===== src/rtl/sequenciador_reproducao_pkg.sv =====
// Shared definitions for the playback controller: state encoding and word-rate divider math.
package sequenciador_reproducao_pkg;

  typedef enum logic [1:0] {
    PARADO   = 2'd0,
    TOCANDO  = 2'd1,
    PAUSADO  = 2'd2,
    TROCANDO = 2'd3
  } estado_t;

  // Word rate shared with the address ASM, which measures song length in these words.
  localparam int TAXA_PALAVRAS = 3000;

  function automatic int calc_div(input int clk_hz, input int sample_hz);
    return clk_hz / sample_hz;
  endfunction

endpackage


===== src/rtl/sequenciador_reproducao_divisor_tick.sv =====
// Modulo-DIV counter producing the sample tick; clear wins over enable, and it holds when neither is set.
module divisor_tick #(
  parameter int DIV = 4
) (
  input  logic clk,
  input  logic reset,
  input  logic enable,
  input  logic clear,
  output logic tick
);

  localparam int W = (DIV > 1) ? $clog2(DIV) : 1;
  localparam logic [W-1:0] ULTIMO = W'(DIV - 1);

  logic [W-1:0] contador;

  always_ff @(posedge clk or negedge reset) begin
    if (!reset) begin
      contador <= '0;
    end else if (clear) begin
      contador <= '0;
    end else if (enable) begin
      contador <= (contador == ULTIMO) ? '0 : contador + 1'b1;
    end
  end

  assign tick = enable && (contador == ULTIMO);

endmodule


===== src/rtl/sequenciador_reproducao.sv =====
// Playback controller: play/pause/stop state, song index, sample tick and rewind pulses for the address ASM.
module sequenciador_reproducao
  import sequenciador_reproducao_pkg::*;
#(
  parameter int CLK_HZ      = 50_000_000,
  parameter int SAMPLE_HZ   = TAXA_PALAVRAS,
  parameter int NUM_MUSICAS = 4,
  parameter int MUSICA_BITS = 2
) (
  input  logic                   clk,
  input  logic                   reset,
  input  logic                   play_pause,
  input  logic                   parar,
  input  logic                   proxima,
  input  logic                   anterior,
  input  logic                   repetir,
  input  logic                   prox_musica,
  output logic                   count,
  output logic                   reinicia,
  output logic [MUSICA_BITS-1:0] musica_atual,
  output logic                   tocando
);

  localparam int DIV = calc_div(CLK_HZ, SAMPLE_HZ);
  localparam logic [MUSICA_BITS-1:0] ULTIMA = MUSICA_BITS'(NUM_MUSICAS - 1);

  estado_t estado, estado_prox, retorno, retorno_prox;
  logic [MUSICA_BITS-1:0] musica_prox;
  logic play_pause_d, parar_d, proxima_d, anterior_d;
  logic ev_play_pause, ev_parar, ev_proxima, ev_anterior;
  logic em_reset, guarda, fim;

  function automatic logic [MUSICA_BITS-1:0] idx_seguinte(input logic [MUSICA_BITS-1:0] i);
    return (i == ULTIMA) ? '0 : i + 1'b1;
  endfunction

  function automatic logic [MUSICA_BITS-1:0] idx_anterior(input logic [MUSICA_BITS-1:0] i);
    return (i == '0) ? ULTIMA : i - 1'b1;
  endfunction

  // em_reset keeps reinicia high through reset and drops it on the first edge after release.
  always_ff @(posedge clk or negedge reset) begin
    if (!reset) begin
      play_pause_d <= 1'b0;
      parar_d      <= 1'b0;
      proxima_d    <= 1'b0;
      anterior_d   <= 1'b0;
      em_reset     <= 1'b1;
    end else begin
      play_pause_d <= play_pause;
      parar_d      <= parar;
      proxima_d    <= proxima;
      anterior_d   <= anterior;
      em_reset     <= 1'b0;
    end
  end

  assign ev_play_pause = play_pause & ~play_pause_d;
  assign ev_parar      = parar & ~parar_d;
  assign ev_proxima    = proxima & ~proxima_d;
  assign ev_anterior   = anterior & ~anterior_d;

  divisor_tick #(.DIV(DIV)) u_divisor_tick (
    .clk    (clk),
    .reset  (reset),
    .enable (estado == TOCANDO),
    .clear  ((estado == PARADO) || (estado == TROCANDO)),
    .tick   (count)
  );

  assign fim = prox_musica & count & ~guarda;

  always_comb begin
    estado_prox  = estado;
    retorno_prox = retorno;
    musica_prox  = musica_atual;
    unique case (estado)
      PARADO: begin
        if (ev_parar) begin
          estado_prox = PARADO;
        end else if (ev_proxima) begin
          estado_prox  = TROCANDO;
          retorno_prox = PARADO;
          musica_prox  = idx_seguinte(musica_atual);
        end else if (ev_anterior) begin
          estado_prox  = TROCANDO;
          retorno_prox = PARADO;
          musica_prox  = idx_anterior(musica_atual);
        end else if (ev_play_pause) begin
          estado_prox = TOCANDO;
        end
      end
      TOCANDO: begin
        if (ev_parar) begin
          estado_prox  = TROCANDO;
          retorno_prox = PARADO;
        end else if (ev_proxima) begin
          estado_prox  = TROCANDO;
          retorno_prox = TOCANDO;
          musica_prox  = idx_seguinte(musica_atual);
        end else if (ev_anterior) begin
          estado_prox  = TROCANDO;
          retorno_prox = TOCANDO;
          musica_prox  = idx_anterior(musica_atual);
        end else if (ev_play_pause) begin
          estado_prox = PAUSADO;
        end else if (fim) begin
          estado_prox = TROCANDO;
          if ((musica_atual == ULTIMA) && !repetir) begin
            retorno_prox = PARADO;
            musica_prox  = '0;
          end else begin
            retorno_prox = TOCANDO;
            musica_prox  = idx_seguinte(musica_atual);
          end
        end
      end
      PAUSADO: begin
        if (ev_parar) begin
          estado_prox  = TROCANDO;
          retorno_prox = PARADO;
        end else if (ev_proxima) begin
          estado_prox  = TROCANDO;
          retorno_prox = PAUSADO;
          musica_prox  = idx_seguinte(musica_atual);
        end else if (ev_anterior) begin
          estado_prox  = TROCANDO;
          retorno_prox = PAUSADO;
          musica_prox  = idx_anterior(musica_atual);
        end else if (ev_play_pause) begin
          estado_prox = TOCANDO;
        end
      end
      TROCANDO: begin
        estado_prox = retorno;
      end
      default: estado_prox = PARADO;
    endcase
  end

  // guarda masks the first tick after a rewind, when the ASM may still report a stale end-of-song.
  always_ff @(posedge clk or negedge reset) begin
    if (!reset) begin
      estado       <= PARADO;
      retorno      <= PARADO;
      musica_atual <= '0;
      guarda       <= 1'b1;
    end else begin
      estado       <= estado_prox;
      retorno      <= retorno_prox;
      musica_atual <= musica_prox;
      if (estado == TROCANDO) begin
        guarda <= 1'b1;
      end else if (count) begin
        guarda <= 1'b0;
      end
    end
  end

  assign reinicia = em_reset | (estado == TROCANDO);
  assign tocando  = (estado == TOCANDO);

endmodule

===== config.mk =====
export PLATFORM = sky130hd
export DESIGN_NAME = sequenciador_reproducao
export DESIGN_NICKNAME = d
export VERILOG_FILES = /design/src/rtl/sequenciador_reproducao_pkg.sv /design/src/rtl/sequenciador_reproducao_divisor_tick.sv /design/src/rtl/sequenciador_reproducao.sv
export SDC_FILE = /design/constraint.sdc
export NUM_CORES = 1
export LEC_CHECK = 0
export CORE_ASPECT_RATIO = 0.6
export CORE_MARGIN = 5
export CORE_UTILIZATION = 60
export DETAILED_ROUTE_END_ITERATION = 7
export HOLD_SLACK_MARGIN = 0.15
export MAX_ROUTING_LAYER = met4
export PLACE_DENSITY = 0.82
export SYNTH_ARGS = -nofsm -noshare
export SYNTH_HDL_FRONTEND = slang
export SYNTH_SLANG_ARGS = --single-unit
export TNS_END_PERCENT = 20

===== constraint.sdc =====
create_clock -name clk -period 4.24 [get_ports clk]
set_input_delay 0.424 -clock clk [delete_from_list [all_inputs] [get_ports clk]]
set_output_delay 0.424 -clock clk [all_outputs]
set_load 0.01 [all_outputs]

==> metrics.md, run 1 <==
| Metric | Value |
|---|---|
| Mean routed wirelength per cell | 15.2 um |
| CTS Buf Count | 3 |
| Kind of end point of the critical path | primary output |
| Post-synth ARST share | 1.00 |
| TritonCTS clock tree | done |
| Worst skew pair latency | 0.27 ns |
| Worst slew pin tran | 0.647 ns |
| PwrDens | 563 nW/um2 |
| Global route total overflow | 0 |
| Post-synthesis register bit count | 27 |
| 1st-iter DRT viols | 171 |
| Worst-path fanout max | 4 |
| Top post-synthesis cells by area | dfrtp_1 39%, ha_1 7.8%, nor2_1 4.0%, xor2_1 3.8%, nand2_1 3.5% |
| Sequential area share after synthesis | 0.420 |
| Die height | 50.2 um |
| RSZ-0062 raised after global routing | no |
| WS Path Type | reg -> out |
| Synth Area per Inst | 9.49 um2 |
| Gr usage total | 0.182 |
| Level count of the clock H-tree | 1 |
| Share of the clock period used by the worst path | 0.647 |
| TritonRoute pass-1 iters | 4 |
| Drt total wl | 3270 um |
| Core Rows | 14 |
| Family with the most delay on the worst path | simple AND/OR/NAND/NOR gates |
| Avg Vias per Cell | 5.88 |
| Worst Path Buf+Inv | 3 |
| DR vias | 1265 |
| Synth top cells by count | 25 x dfrtp_1, 17 x nor2_1, 15 x nand2_1 |
| Nets | 202 |
| Cell area after layout | 1810 um2 |
| Startpoint Class | register |
| Remaining DRCs | 0 |
| Post-CTS Resized | 0 |
| Initial Util | 0.635 |
| P&R area growth vs syn | 12.3% |
| Ant diodes | 0 |
| Max incr delay on CP | 0.53 ns |
| Initial antenna violation count | 0 |
| Die X | 76.9 um |
| Leak pwr | 0.000789 uW |
| Die area | 3860 um2 |
| Core Region | 2540 um2 |
| Final Hold Fails | 0 |
| Critical Path AT | 2.32 ns |
| Synth Cell Area | 1610 um2 |
| Post-DP HPWL | 2520 um |
| Clock buffer depth | 2 |
| Largest net degree at the start of global routing | 28 |
| Area fraction of the dominant cell type after synthesis | 0.388 |
| Clk Tree Root Cell | clkbuf_8 |
| Max-slew headroom | 0.568 |
| Top-count cell post-synth | dfrtp_1 |
| Clk sink count | 27 |
| Max Freq | 0.365 GHz |
| Final Setup Violations | 0 |
| Placement-stage cell area | 1760 um2 |
| Cell variety after synth | 41 |
| Post-synth EDFFs | 0 |
| Setup TNS | 0 ns |
| # IOs | 13 |
| PortBufs | 12 |
| Final GP Congestion | 0.860 |
| Cell mode on critical path | inv_1 |
| Max Cap Viol | 0 |
| Slowest stage cell, crit path | clkdlybuf4s50_1 |
| Synth area leader | dfrtp_1 |
| Max VDD drop | 299 uV |
| Syn Inst Count | 170 |
| Clock transition at the registers of the reported paths | 0.09 ns |
| Final number of max-transition violations | 0 |
| Minimum clock period after layout | 2.74 ns |
| Worst hold slack | 0.500 ns |
| CTS Hold Bufs | 0 |
| Share of cells above drive strength 1 | 0.0820 |
| Vias in the first global route | 1214 |
| Antenna-violating nets left | 0 |
| Worst Skew | 0.00359 ns |
| Setup Fix Bufs, Post-CTS | 0 |
| Synth Warn # | 0 |
| First-pass GRT wire length | 5540 um |
| CP Data Required Time | 3.82 ns |
| Crit path cell chain | inv_1 -> ha_1 -> or4bb_1 -> nor4_1 -> nand2_1 -> inv_1 -> clkdlybuf4s50_1 |
| Hold Path Class | reg -> reg |
| Ys flop type | dfrtp_1 |
| Status | finished clean |
| Total nets after synthesis | 188 |
==> final cells by class <==
cell class | instances | area, um2
Clock buffer | 3 | 41.3
Clock inverter | 1 | 5.00
Fill cell | 192 | 729
Inverter | 10 | 37.5
Multi-Input combinational cell | 129 | 881
Sequential cell | 27 | 678
Tap cell | 32 | 40.0
Timing Repair Buffer | 13 | 128
==> routing by layer <==
metal / wire length (um) / global-route usage
met5: 0 / -
met1: 1680 / 0.259
met4: 9 / 0.0174
met2: 1340 / 0.265
met3: 235 / 0.0589
==> power breakdown <==
group	total, uW	switching, uW	internal, uW
Sequential	350	49.7	300
Clock	144	77.9	65.8
Combinational	526	299	227
Total	1020	427	593
==> worst register-to-register path, delay by kind of cell, from the launching register on <==
family           cells  cell delay [ns]
AO/OA/AOI/OAI        1             0.64
AND/OR/NAND/NOR      3             1.30
flip-flops           1             0.42
==> logic make-up after synthesis <==
kind of cell	share of synthesized area
AOI/OAI and AO/OA	0.147
xor gates and xnor gates	0.0543
DFF	0.420
other	0.00233
and+or+nand+nor	0.243
buffers and inverters	0.0334
adders and majority gates	0.0776
muxes	0.0217
==> state kept, by name (all words and copies together), names as in the netlist <==
name / cells
musica_atual: 2
em_reset: 1
proxima_d: 1
parar_d: 1
estado: 2
retorno: 2
guarda: 1
anterior_d: 1
play_pause_d: 1
u_divisor_tick.contador: 15
==> through the flow <==
stage / util / setup WS [ns] / total power, uW / std cells
floorplan: - / 2.13 / 735 / 170
global placement: 0.695 / 1.79 / 852 / 211
detailed placement: 0.695 / 1.74 / 872 / 211
CTS: 0.713 / 1.50 / 1020 / 215
global route: 0.713 / 1.31 / 1100 / 215
finish: 0.713 / 1.50 / 1020 / 215
==> cells in the final DEF (no fill, tap or decap), types with 3 or more instances in the layout <==
cell type and count:
xnor2_1 3, o22ai_1 3, clkdlybuf4s50_1 12, xor2_1 7
o21ai_0 3, nor3_1 5, nor4_1 3, nor2b_1 7
dfrtp_1 25, a21o_1 4, nand4_1 3, nand2b_1 4
nor2_1 17, clkbuf_8 3, ha_1 10, nand3_1 6
a21oi_1 6, inv_1 10, o21ai_1 7, nand2_1 15
==> final timing paths <==
kind	start	endpoint	slack, ns	cells past startpoint
setup / recovery	u_divisor_tick.contador[1]$_DFFE_PN0P_	count	1.50	7
hold / removal	retorno[1]$_DFFE_PN0P_	retorno[1]$_DFFE_PN0P_	0.50	1
setup reg to reg	u_divisor_tick.contador[10]$_DFFE_PN0P_	u_divisor_tick.contador[13]$_DFFE_PN0P_	1.73	4
hold reg to reg	retorno[1]$_DFFE_PN0P_	retorno[1]$_DFFE_PN0P_	0.50	1
max in group asynchronous	reset	guarda$_DFFE_PN1P_	3.42	2
min in group asynchronous	reset	musica_atual[1]$_DFFE_PN0P_	0.52	2
(Power assumes the default switching activity.)
==> run 2, diff against run 1 <==
--- a/config.mk
+++ b/config.mk
@@ -7,11 +7,11 @@
 export LEC_CHECK = 0
 export CORE_ASPECT_RATIO = 0.6
 export CORE_MARGIN = 5
-export CORE_UTILIZATION = 60
+export CORE_UTILIZATION = 57
 export DETAILED_ROUTE_END_ITERATION = 7
 export HOLD_SLACK_MARGIN = 0.15
 export MAX_ROUTING_LAYER = met4
-export PLACE_DENSITY = 0.82
+export PLACE_DENSITY = 0.78
 export SYNTH_ARGS = -nofsm -noshare
 export SYNTH_HDL_FRONTEND = slang
 export SYNTH_SLANG_ARGS = --single-unit
==> constraint.sdc (replaced) <==
create_clock -name clk -period 2.8 [get_ports clk]
set_input_delay 0.28 -clock clk [delete_from_list [all_inputs] [get_ports clk]]
set_output_delay 0.28 -clock clk [all_outputs]
set_load 0.01 [all_outputs]
==> run 2 against run 1 <==
Net effect: via count grew 3.0%; global-route usage up 1.1 points; clock power is 49% higher; critical path depth unchanged; sequential power up 52%; flip-flop and latch count did not move; non-clock buffer count is 2 higher; largest cell class unchanged.
==> metrics.md, run 2 (same netlist as run 1, synthesis figures left out) <==
| Metric | Value |
|---|---|
| Status | finished clean |
| Setup TNS | 0 ns |
| Post-DP HPWL | 2680 um |
| Commonest non-fill, non-tap cell in the layout | dfrtp_1 |
| Max-slew headroom | 0.596 |
| Remaining DRCs | 0 |
| Post-CTS Resized | 0 |
| Mean routed wirelength per cell | 15.8 um |
| Initial antenna violation count | 0 |
| Initial Util | 0.618 |
| Worst slew pin tran | 0.602 ns |
| Drt total wl | 3430 um |
| Switching pwr | 656 uW |
| TritonCTS clock tree | done |
| Most frequent cells in the layout | 25 x dfrtp_1, 17 x nor2_1, 15 x nand2_1 |
| Clk sink count | 27 |
| Setup Fix Bufs, Post-CTS | 0 |
| Share of the clock period used by the worst path | 0.938 |
| End of the worst register-to-register path | musica_atual[0]$_DFFE_PN0P_ |
| Share of cells above drive strength 1 | 0.0865 |
| Combinational power share | 0.530 |
| Largest register FFs | 15 |
| DR vias | 1303 |
| Die X | 78.7 um |
| Fillcell total | 204 |
| Cell mode on critical path | inv_1 |
| Kind of end point of the critical path | primary output |
| 1st-iter DRT viols | 120 |
| Critical Path AT | 2.35 ns |
| CTS Buf Count | 3 |
| Core Rows | 14 |
| Share of the core filled with cells | 0.699 |
| Max incr delay on CP | 0.54 ns |
| Antenna-violating nets left | 0 |
| Max Freq | 0.381 GHz |
| Nets | 204 |
| # IOs | 13 |
| RSZ-0062 raised after global routing | no |
| PortBufs | 12 |
| Reg-to-reg critical path startpoint | u_divisor_tick.contador[1]$_DFFE_PN0P_ |
| Core Region | 2610 um2 |
| Startpoint Class | register |
| Ant diodes | 0 |
| Global route total overflow | 0 |
| P&R area growth vs syn | 13.1% |
| Int Power | 937 uW |
| Leak pwr | 0.000796 uW |
| Avg Vias per Cell | 6.00 |
| Worst hold slack | 0.369 ns |
| Area of the multi-input gates | 881 um2 |
| Level count of the clock H-tree | 1 |
| Worst Skew | 0.00539 ns |
| Worst-path fanout max | 4 |
| Minimum clock period after layout | 2.63 ns |
| Final number of max-transition violations | 0 |
| Max VDD drop | 564 uV |
| CTS Hold Bufs | 0 |
| CP Data Required Time | 2.52 ns |
| TritonRoute pass-1 iters | 4 |
| Worst R2R Path Depth | 6 |
| Largest net degree at the start of global routing | 28 |
| Overall Power | 1590 uW |
| Slowest stage cell, crit path | clkdlybuf4s50_1 |
| Largest Register | u_divisor_tick.contador |
| Final GP Congestion | 0.913 |
| Clk pwr share | 0.135 |
| Clock buffer depth | 2 |
| First-pass GRT wire length | 5840 um |
| Register area | 678 um2 |
| WS Path Type | reg -> out |
| Gr usage total | 0.194 |
| Worst skew pair latency | 0.27 ns |
| Clock transition at the registers of the reported paths | 0.08 ns |
| Vias in the first global route | 1236 |
| Hold Path Class | in -> async |
| Final Setup Violations | 0 |
| Sw Ratio | 0.412 |
| Die height | 51.2 um |
| Die area | 4030 um2 |
| Crit path cell chain | inv_1 -> ha_1 -> or4bb_1 -> nor4_1 -> nand2_1 -> inv_1 -> clkdlybuf4s50_1 |
| Clk Tree Root Cell | clkbuf_8 |
| Reg power frac | 0.334 |
| Final Hold Fails | 0 |
| PwrDens | 873 nW/um2 |
| R2R Setup Slk | 0.49 ns |
| Max Cap Viol | 0 |
==> run 2: area by class of cell <==
type | count | area share
clock buffer | 4 | 0.0247
inverter | 10 | 0.0206
multi-input combinational | 129 | 0.483
sequential | 27 | 0.372
tap | 32 | 0.0219
timing repair buffer | 15 | 0.0782
==> run 2: through the flow <==
step,std cells,setup slack (ns),area (um2)
after CTS,217,0.172,1820
final,217,0.174,1820
after global routing,217,0.0304,1820
after global placement,213,0.538,1780
after detailed placement,213,0.490,1780
after floorplan,170,0.692,1610
==> run 2: how the worst max path moves through the flow <==
stage	start	endpoint	slack (ns)	cells past startpoint
floorplan	u_divisor_tick.contador[1]$_DFFE_PN0P_	retorno[0]$_DFFE_PN0P_	0.69	7
global placement	u_divisor_tick.contador[10]$_DFFE_PN0P_	count	0.54	5
detailed placement	u_divisor_tick.contador[1]$_DFFE_PN0P_	count	0.49	7
CTS	u_divisor_tick.contador[1]$_DFFE_PN0P_	count	0.17	7
global route	u_divisor_tick.contador[1]$_DFFE_PN0P_	count	0.03	7
finish	u_divisor_tick.contador[1]$_DFFE_PN0P_	count	0.17	7
==> run 2: power groups by stage <==
stage	Combinational, uW	Clock [uW]	Sequential (uW)
after floorplan	589	0	524
after global placement	809	0	533
after detailed placement	836	0	540
after CTS	842	221	532
after global routing	937	242	544
final	845	215	533
==> run 2: metal layers <==
layer / share of wire / global-route usage / routed length, um
met5: 0 / - / 0
met4: 0.0079 / 0.0407 / 27
met3: 0.089 / 0.0649 / 305
met2: 0.41 / 0.261 / 1400
met1: 0.49 / 0.280 / 1690
==> run 2: worst max-delay path: cells and delay by family (launching register included) <==
kind                     cells  cell delay (ns)
flip-flops                   1             0.42
AND/OR/NAND/NOR              3             0.79
buffers and inverters        3             0.71
adder cells (fa/ha/maj)      1             0.15
